$ cat src/rtl/sign_restore_pkg.sv
// sign_restore shared types: FSM state enum and signed range helpers.
// Helpers return 64-bit values; callers truncate to their own width N.
package sign_restore_pkg;

  localparam int STATE_W = 2;

  typedef enum logic [STATE_W-1:0] {
    S_IDLE  = 2'd0,
    S_SHIFT = 2'd1,
    S_DONE  = 2'd2
  } state_t;

  function automatic logic [63:0] smax(input int n);
    return (64'd1 << (n - 1)) - 64'd1;
  endfunction

  // Bit pattern of -2^(n-1); also the largest negatable magnitude.
  function automatic logic [63:0] smin(input int n);
    return 64'd1 << (n - 1);
  endfunction

endpackage

$ cat src/rtl/sign_restore_negator.sv
// bit_serial_negator: LSB-first two's-complement negation cell.
// Copies bits until the first one, then inverts the rest when sign is set.
module bit_serial_negator (
  input  logic clk,
  input  logic rst_n,
  input  logic b,
  input  logic sign,
  input  logic clear,
  input  logic enable,
  output logic out_bit
);

  logic r_seen_one;

  always_ff @(posedge clk) begin
    if (!rst_n) begin
      r_seen_one <= 1'b0;
    end else if (clear) begin
      r_seen_one <= 1'b0;
    end else if (enable) begin
      r_seen_one <= r_seen_one | b;
    end
  end

  assign out_bit = (sign && r_seen_one) ? ~b : b;

endmodule

$ cat src/rtl/sign_restore.sv
// sign_restore: bit-serial magnitude+sign to two's-complement rebuild.
// Build option SIGN_RESTORE_SATURATE_EN clamps out-of-range results.
module sign_restore
  import sign_restore_pkg::*;
#(
  parameter int N = 8
) (
  input  logic         clk,
  input  logic         rst_n,
  input  logic         in_valid,
  output logic         in_ready,
  input  logic [N-1:0] magnitude,
  input  logic         sign,
  output logic         out_valid,
  input  logic         out_ready,
  output logic [N-1:0] result,
  output logic         range_err
);

  localparam int CNT_W = (N > 2) ? $clog2(N) : 1;
  localparam logic [CNT_W-1:0] LAST = CNT_W'(N - 1);
  localparam logic [N-1:0] MAX_POS = N'(smax(N));
  localparam logic [N-1:0] MIN_NEG = N'(smin(N));

  state_t         r_state;
  logic [N-1:0]   r_shift;
  logic [N-1:0]   r_res;
  logic [CNT_W-1:0] r_cnt;
  logic           r_sign;
  logic           r_err;

  logic w_accept;
  logic w_shift;
  logic w_out_bit;
  logic w_err;

  assign in_ready  = (r_state == S_IDLE);
  assign out_valid = (r_state == S_DONE);
  assign w_accept  = in_valid && in_ready;
  assign w_shift   = (r_state == S_SHIFT);

  // Negative side reaches one step further than positive side.
  assign w_err = sign ? (magnitude > MIN_NEG)
                      : (magnitude >= MIN_NEG);

  bit_serial_negator u_neg (
    .clk     (clk),
    .rst_n   (rst_n),
    .b       (r_shift[0]),
    .sign    (r_sign),
    .clear   (w_accept),
    .enable  (w_shift),
    .out_bit (w_out_bit)
  );

  always_ff @(posedge clk) begin
    if (!rst_n) begin
      r_state <= S_IDLE;
      r_shift <= '0;
      r_res   <= '0;
      r_cnt   <= '0;
      r_sign  <= 1'b0;
      r_err   <= 1'b0;
    end else begin
      case (r_state)
        S_IDLE: begin
          if (w_accept) begin
            r_shift <= magnitude;
            r_sign  <= sign;
            r_err   <= w_err;
            r_cnt   <= '0;
            r_state <= S_SHIFT;
          end
        end
        S_SHIFT: begin
          r_shift <= r_shift >> 1;
          r_res   <= {w_out_bit, r_res[N-1:1]};
          r_cnt   <= r_cnt + 1'b1;
          if (r_cnt == LAST) begin
            r_state <= S_DONE;
          end
        end
        S_DONE: begin
          if (out_ready) begin
            r_state <= S_IDLE;
          end
        end
        default: r_state <= S_IDLE;
      endcase
    end
  end

  assign range_err = r_err;

`ifdef SIGN_RESTORE_SATURATE_EN
  logic [N-1:0] w_sat;
  assign w_sat  = r_sign ? MIN_NEG : MAX_POS;
  assign result = r_err ? w_sat : r_res;
`else
  assign result = r_res;
`endif

endmodule

$ cat config.mk
export PLATFORM = sky130hd
export DESIGN_NAME = sign_restore
export DESIGN_NICKNAME = d
export VERILOG_FILES = /design/src/rtl/sign_restore_pkg.sv /design/src/rtl/sign_restore_negator.sv /design/src/rtl/sign_restore.sv
export SDC_FILE = /design/constraint.sdc
export NUM_CORES = 1
export LEC_CHECK = 0
export CORE_ASPECT_RATIO = 2
export CORE_UTILIZATION = 35
export CTS_BUF_LIST = sky130_fd_sc_hd__clkbuf_16
export DETAILED_ROUTE_END_ITERATION = 8
export SETUP_SLACK_MARGIN = 0.3
export SYNTH_ARGS = -nofsm -noshare
export SYNTH_HDL_FRONTEND = slang
export SYNTH_SLANG_ARGS = --single-unit
$ cat constraint.sdc
create_clock -name clk -period 1.1 [get_ports clk]
set_input_delay 0.275 -clock clk [delete_from_list [all_inputs] [get_ports clk]]
set_output_delay 0.275 -clock clk [all_outputs]
set_load 0.05 [all_outputs]
Yosys cells after proc, flatten, opt, wreduce, memory -nomap -nowiden:

Cells that the tools add are included.

* bitwise logic cells: 3
* reductions and logical operators: 8
* order comparisons: 2
* equal/unequal tests: 6
* multiplexer cells: 10
* add/sub/neg operators: 1

Operators by type and width (count)
* case mux 8 bit (2 select lines): 1
* >= comparator 8 bit (second input constant): 1
* greater-than comparator 8 bit (second input constant): 1
* two-way mux 8 bit: 1
* two-way mux 2 bit: 3
* case mux 2 bit (3 select lines): 1
* case mux 3 bit (2 select lines): 1
* inequality test 2 x 1 -> 1 bit (second input constant): 2
* AND reduction 2 bit: 2
* adder 3 x 1 -> 3 bit (second input constant): 1
* equality test 3 bit (second input constant): 1
* two-way mux 3 bit: 1
* AND reduction 3 bit: 1
* equality test 2 x 1 -> 1 bit (second input constant): 1
* equality test 2 bit (second input constant): 1
* logical AND 1 bit: 2
* logical NOT 2 bit: 1
* two-way mux 1 bit: 2
* inequality test 2 bit (second input constant): 1
* NOT 1 bit: 2
* nonzero test 2 bit: 1
* OR reduction 2 bit: 1
* OR 1 bit: 1

* output and inout bits: 11
* input port bits: 13
* register bits after elaboration: 24

Logic depth before layout (Yosys ltp):

* depth after elaboration: 4
* depth in mapped cells: 5
* gate-level depth less buffers: 4

Hierarchy:

A second synthesis with hierarchy kept.

* cell total of the unflattened synthesis: 118
* area, all modules: 1139.8 µm²

By module, submodules not included
* sign_restore: seq. area each 460.4 µm², area an instance 1089.8 µm², cells each 113, instances 1
* bit_serial_negator: seq. area each 20.0 µm², area an instance 50.0 µm², cells each 5, instances 1

Worst setup path before layout:

Ideal clock, no wire load.

* kind: reg2out
* start: register r_state[1]
* end: output port in_ready
* arrival time: 1.011 ns
* cell stages (with the launch flop): 2
* path slack: -0.186 ns
* cells stage by stage: dfxtp_1 > nor2_1

* word-level cells in the longest chain between the ends: 1

RTL lines
* from (decl): line sign_restore.sv:25 `state_t r_state;`
* from (signal assigned): line sign_restore.sv:58 `r_state <= S_IDLE;`
* from (signal assigned): line sign_restore.sv:72 `r_state <= S_SHIFT;`
* from (signal assigned): line sign_restore.sv:80 `r_state <= S_DONE;`
* logical NOT 2 bit: line sign_restore.sv:37 `assign in_ready = (r_state == S_IDLE);`
* to (decl): line sign_restore.sv:11 `output logic in_ready,`

Every way passes these cells.

Final worst setup path:

* start: register r_state[0]
* end: output port out_valid

* word-level cells in the longest chain between the ends: 1

RTL lines
* equality test 2 bit: line sign_restore.sv:38 `assign out_valid = (r_state == S_DONE);`
* to (decl): line sign_restore.sv:14 `output logic out_valid,`

Every way passes these cells.

==> key figures <==
Timing
  • Clock Skews: roughly 0.0029 ns
  • Post-route minimum period: 1.28 ns
  • Endpoints failing hold: 0
  • RSZ-0062 raised after global routing: yes
  • Max_slew headroom: 0.835
  • Pins Over Slew Limit: 0
  • Fmax: around 800 MHz
  • Final worst slack: -0.179 ns
  • Worst slew pin tran: 0.245 ns
  • Count of final setup violators: 26
  • Setup TNS: -3.00 ns
  • Period utilization: 1.16

Global route
  • Initial antenna violation count: 0
  • Gr usage total: 0.194
  • Vias in the first global route: between 900 and 1k
  • Largest net degree at the start of global routing: 26
  • First-pass GRT wire length: 4320 um
  • Total overflow reported by the global router: 0

Placed design
  • RD Place Congestion: between 0.6 and 0.7
  • Dpl ws: -0.385 ns
  • Cell Area, Placed: 0.00151 sq mm
  • Port-buffer cells: 23
  • HPWL after DPL: ~1600 um
  • Cells after DPL: around 180

Route
  • ANT nets after route: 0
  • DRT Pass-1 Iters: 4
  • Met2 Wirelength: around 1700 um
  • Metal1 wirelength: roughly 1200 um
  • Initial DRC count: 19
  • Total Wirelength: slightly below 3000 um
  • WL/cell: approximately 15 um
  • DRC Markers: 0
  • Avg Vias per Cell: 5.10
  • DR vias: approximately 1k
  • Top sig layer: met4
  • Met3 WL: approximately 51 um

Worst setup path
  • Critical Path, Cell by Cell: and2b_4 > buf_12
  • CP Data Required Time: 0.82 ns
  • Max incr delay on CP: around 0.35 ns
  • Slowest-stage cell, CP: dfxtp_4
  • Worst path bufs/invs: 1
  • Worst path top cell family by delay: flip-flops
  • WP data arrival: 1.00 ns
  • Startpoint types: flop
  • Critical Path End Type: output pin
  • Critical path class: reg2out
  • CP max FO: 4

Cells and area
  • Fill count: roughly 220
  • Synthesis-to-finish area growth: 86.8%
  • Nets: 185
  • Final Cell Area: a little under 0.002 sq mm
  • Share of cells above drive strength 1: 0.497
  • Ant diodes: 0
  • Post-Layout Cell Count: 198

Worst hold path
  • Worst Hold Class: in2reg

Synth
  • Mapped Cells: 118
  • Post-synth ARST share: 0
  • Sequential element share of the synthesized area: 0.456
  • Post-synth EDFFs: 0
  • Mapped Nets: ~130
  • Primary FF master, synth: dfxtp_1
  • Synthesized area: 0.00105 sq mm
  • Flops & latches, synth: 24
  • Distinct cell type count of the synthesized netlist: 30
  • Synth warn: 0
  • Syn Area/Cell: between 8 and 9 sq um

CTS
  • Worst-path clk slew: 0.06 ns
  • Max H-tree Level: 1
  • # hold bufs at CTS: 0
  • CTS tree: yes
  • Inserted Clock Buffers: 3
  • Root Driver: clkbuf_16
  • Latest clock arrival within the worst-skew pair: ~0.26 ns
  • Sink Count: 24
  • Longest Clk Path Bufs: 2

Power and ir drop
  • Sw frac: 0.253
  • Psw: around 570 uW
  • Clk pwr share: 0.346
  • P_leak: 0.831 nW
  • Flop pwr share: 0.422
  • Maximum vdd drop: roughly 0.96 mV
  • Pwr Total: approximately 2.3 mW
  • Pwr Density: 1150 mW/mm^2
  • Combinational cell fraction of total power: 0.232
  • Internal: approximately 1.7 mW

Floorplan
  • Initial Utilization: 0.376
  • I/O pins: 24
  • Core area: between 0.002 and 0.003 sq mm
  • FP Rows: 27
  • Die Footprint: around 0.0033 sq mm
  • Die outline width: slightly above 40 um
  • Die Ht: ~80 um

Status
  • Status: finished, violations left
  • Failing checks: setup timing

Job
  • MaxCap Viol Count: 0
## routing by layer
metal / up-vias / global-route usage
li1: 512 / -
met1: 470 / 0.225
met2: 22 / 0.330
met3: 5 / 0.0251
met4: 0 / 0.0800
met5: - / 0
## per-stage QoR
| step | hold WS (ns) | utilization |
|---|---|---|
| after floorplan | 0.413 | - |
| after global placement | 0.453 | 0.539 |
| after detailed placement | 0.463 | 0.539 |
| after CTS | 0.436 | 0.668 |
| after global routing | 0.462 | 0.703 |
| final | 0.435 | 0.703 |
## final timing paths
path / from / to / slack, ns / depth (start not counted)
min reg2reg: r_shift[3] / r_shift[2] / 0.48 / 2
max: r_state[0] / out_valid / -0.18 / 2
max reg2reg: r_state[1] / result[3] / -0.16 / 6
min: magnitude[5] / r_shift[5] / 0.44 / 3
## area by class of cell
type                       count  area [sq um]  area share
multi-input combinational     87           663       0.337
tap                           29          36.3      0.0184
sequential                    24           502       0.255
timing repair buffer          53           687       0.349
clock inverter                 1          3.75     0.00190
inverter                       1          3.75     0.00190
clock buffer                   3          75.1      0.0381
## state kept, by name, summed over array words and instances (netlist names)
register	cells
r_cnt	3
result	8
r_state	2
u_neg.r_seen_one	1
range_err	1
r_sign	1
r_shift	8
## power groups by stage
stage	Clock (mW)	Combinational, mW	Sequential, mW
after floorplan	0	0.179	0.983
after global placement	0	0.341	0.965
after detailed placement	0	0.345	0.967
after CTS	0.792	0.476	0.952
after global routing	0.828	0.559	0.962
final	0.784	0.527	0.956
## tightest hold or removal path, delay by kind of cell
kind                   cells  cell delay, ns
buffers and inverters      1            0.24
AND/OR/NAND/NOR            1            0.06
AO/OA/AOI/OAI              1            0.07
## synthesized netlist by cell type (all sizes together), types with 2 or more instances
library cell,n,share of area
dfxtp,24,0.46
nor2b,2,0.012
nand3b,3,0.021
ha,2,0.024
clkbuf,2,0.0071
buf,5,0.058
and2b,2,0.017
nor3b,2,0.025
a21oi,2,0.0095
mux2i,2,0.019
nor2,3,0.011
a31oi,7,0.042
nand2,33,0.12
a21boi,10,0.071
o21ai,8,0.038
## cell families (layout without fill, tap and decap cells)
| kind of cell | after synthesis | in the layout | synth area share |
|---|---|---|---|
| buffers and inverters | 8 | 58 | 0.0688 |
| AO/OA/AOI/OAI | 31 | 32 | 0.190 |
| flip-flops | 24 | 24 | 0.456 |
| XOR/XNOR | 1 | 1 | 0.00831 |
| multiplexers | 2 | 2 | 0.0190 |
| adder cells (fa/ha/maj) | 2 | 2 | 0.0237 |
| AND/OR/NAND/NOR | 50 | 50 | 0.235 |
## placed cells by master, fill, tap and decap left out, drive strengths merged
master         Yosys  final
a21boi            10     10
a21oi              2      2
a22oi              1      1
a31oi              7      7
and2               1      1
and2b              2      2
and4b              1      1
buf                5     40
clkbuf             2      4
clkdlybuf4s50      0      9
dfxtp             24     24
dlygate4sd2        0      3
ha                 2      2
inv                1      2
mux2i              2      2
nand2             33     33
nand2b             1      1
nand3              1      1
nand3b             3      3
nor2               3      3
nor2b              2      2
nor3b              2      2
nor4               1      1
o21a               1      1
o21ai              8      8
o21ba              1      2
o22ai              1      1
xor2               1      1
## timing repair
action | CTS | global route
pin swaps | 15 | 13
setup endpoints to repair | 35 | 35
setup buffers | 14 | 0
gates resized for setup | 37 | 17
gates cloned | 4 | 1
Power figures use the tool's default switching activity.
==> patch: new RTL, same settings <==
Register the output `range_err` once more, cleared by the reset; this adds one clock of latency there. The other outputs are not delayed to match.
--- a/src/rtl/sign_restore.sv
+++ b/src/rtl/sign_restore.sv
@@ -91,5 +91,11 @@
   end
 
-  assign range_err = r_err;
+  always_ff @(posedge clk) begin
+    if (!rst_n) begin
+      range_err <= '0;
+    end else begin
+      range_err <= r_err;
+    end
+  end
 
 `ifdef SIGN_RESTORE_SATURATE_EN
Function: changed (a bounded check fails within 4 cycles, from zero or initial values and one cycle with rst_n low).
==> patch against the original RTL <==
Cell area shrank 3.9%. Synthesized cell count decreased by 2.5%. Worst setup slack worse by 8.7 ps. Critical path type unchanged. Non-clock buffer count is 6 lower. Critical path depth rose by 1. Total power decreased by 2.6%. Routed wire length down 8.9%. Area after synthesis increased by 6.8%. Sequential cell count grew 1. Clock power up 0.6%. The flow still finishes with violations (setup timing). Die area increased by 6.5%.
==> patch: results (changes against the original RTL) <==
| Metric | Value |
|---|---|
| DR iter-0 viols | `18 (was 19)` |
| Internal power | `0.00167 W (was 0.00169 W)` |
| Outcome | `finished with violations (unchanged)` |
| Final WS setup | `-188 ps (was -179 ps)` |
| Nonclk buf count | `47 (was 53)` |
| R2r endpoint | `r_cnt[1] (was result[3])` |
| Final setup violation count | `25 (was 26)` |
| Post-Synth Adder-Cell Area | `0.0222 (was 0.0237)` |
| Relative slew slack | `0.867 (was 0.835)` |
| Post-synthesis mux area share | `0.0711 (was 0.0190)` |
| Register area share after synthesis | `0.444 (was 0.456)` |
| Synth Area in Compound Gates | `0.210 (was 0.190)` |
| Hold Crit Depth | `1 (was 3)` |
| Placement Cell Area | `0.00157 sq mm (was 0.00151 sq mm)` |
| First-pass GRT wire length | `4620 um (was 4320 um)` |
| Place WS | `-456 ps (was -385 ps)` |
| Post-CTS Repair Setup Buffers | `12 (was 14)` |
| Share of cells above drive strength 1 | `0.544 (was 0.497)` |
| Leakage | `0.803 nW (was 0.831 nW)` |
| Reg2reg path depth | `4 (was 6)` |
| Detailed placement HPWL | `1790 um (was 1640 um)` |
| Post-synthesis xor/xnor area fraction | `0.00778 (was 0.00830)` |
| Final WL | `2680 um (was 2940 um)` |
| Total GRT Usage | `0.180 (was 0.194)` |
| Netlist cell types | `29 (was 30)` |
| Placed Cells | `171 (was 175)` |
| Area contributors post-synth | `dfxtp_1 44%, nand2_1 9.3%, mux2i_1 7.1% (was dfxtp_1 46%, nand2_1 12%, a21boi_0 5.7%)` |
| Multi-input combinational cell count | `83 (was 87)` |
| Final Skew | `1.40 ps (was 2.89 ps)` |
| Failing checks | `setup timing (unchanged)` |
| Beginning of the worst hold path | `r_err (was magnitude[5])` |
| CP peak stage delay | `330 ps (was 350 ps)` |
| Post-CTS resize count | `31 (was 37)` |
| M3 GR Usage | `0.0239 (was 0.0251)` |
-- patch: cell types whose count changed after synthesis, sizes merged, moves of 2 or more --
cell	change
a31oi	-7
and2	+2
mux2i	+6
nand2	-5
nand3	+3
nand3b	-3
o211a	+7
o21ai	-6
-- patch: routing by layer --
metal	vias up	share of wire
met5	-	0
met3	10	0.035
met2	35	0.58
met1	466	0.35
li1	487	-
met4	0	0.040
-- patch: power by group through the flow --
stage	Combinational, W	Clock, W	Sequential [W]
2_1_floorplan	0.000202	0	0.00102
3_3_place_gp	0.000344	0	0.00101
3_5_place_dp	0.000351	0	0.00101
4_1_cts	0.000415	0.000813	0.000973
5_1_grt	0.000479	0.000842	0.000980
6_report	0.000445	0.000789	0.000976
-- patch: worst reg2reg max path, cell delays in order (launching register included) --
cell	delay, ps
dfxtp_2	330
buf_4	150
or3b_4	470
nand3_2	100
a21boi_1	60
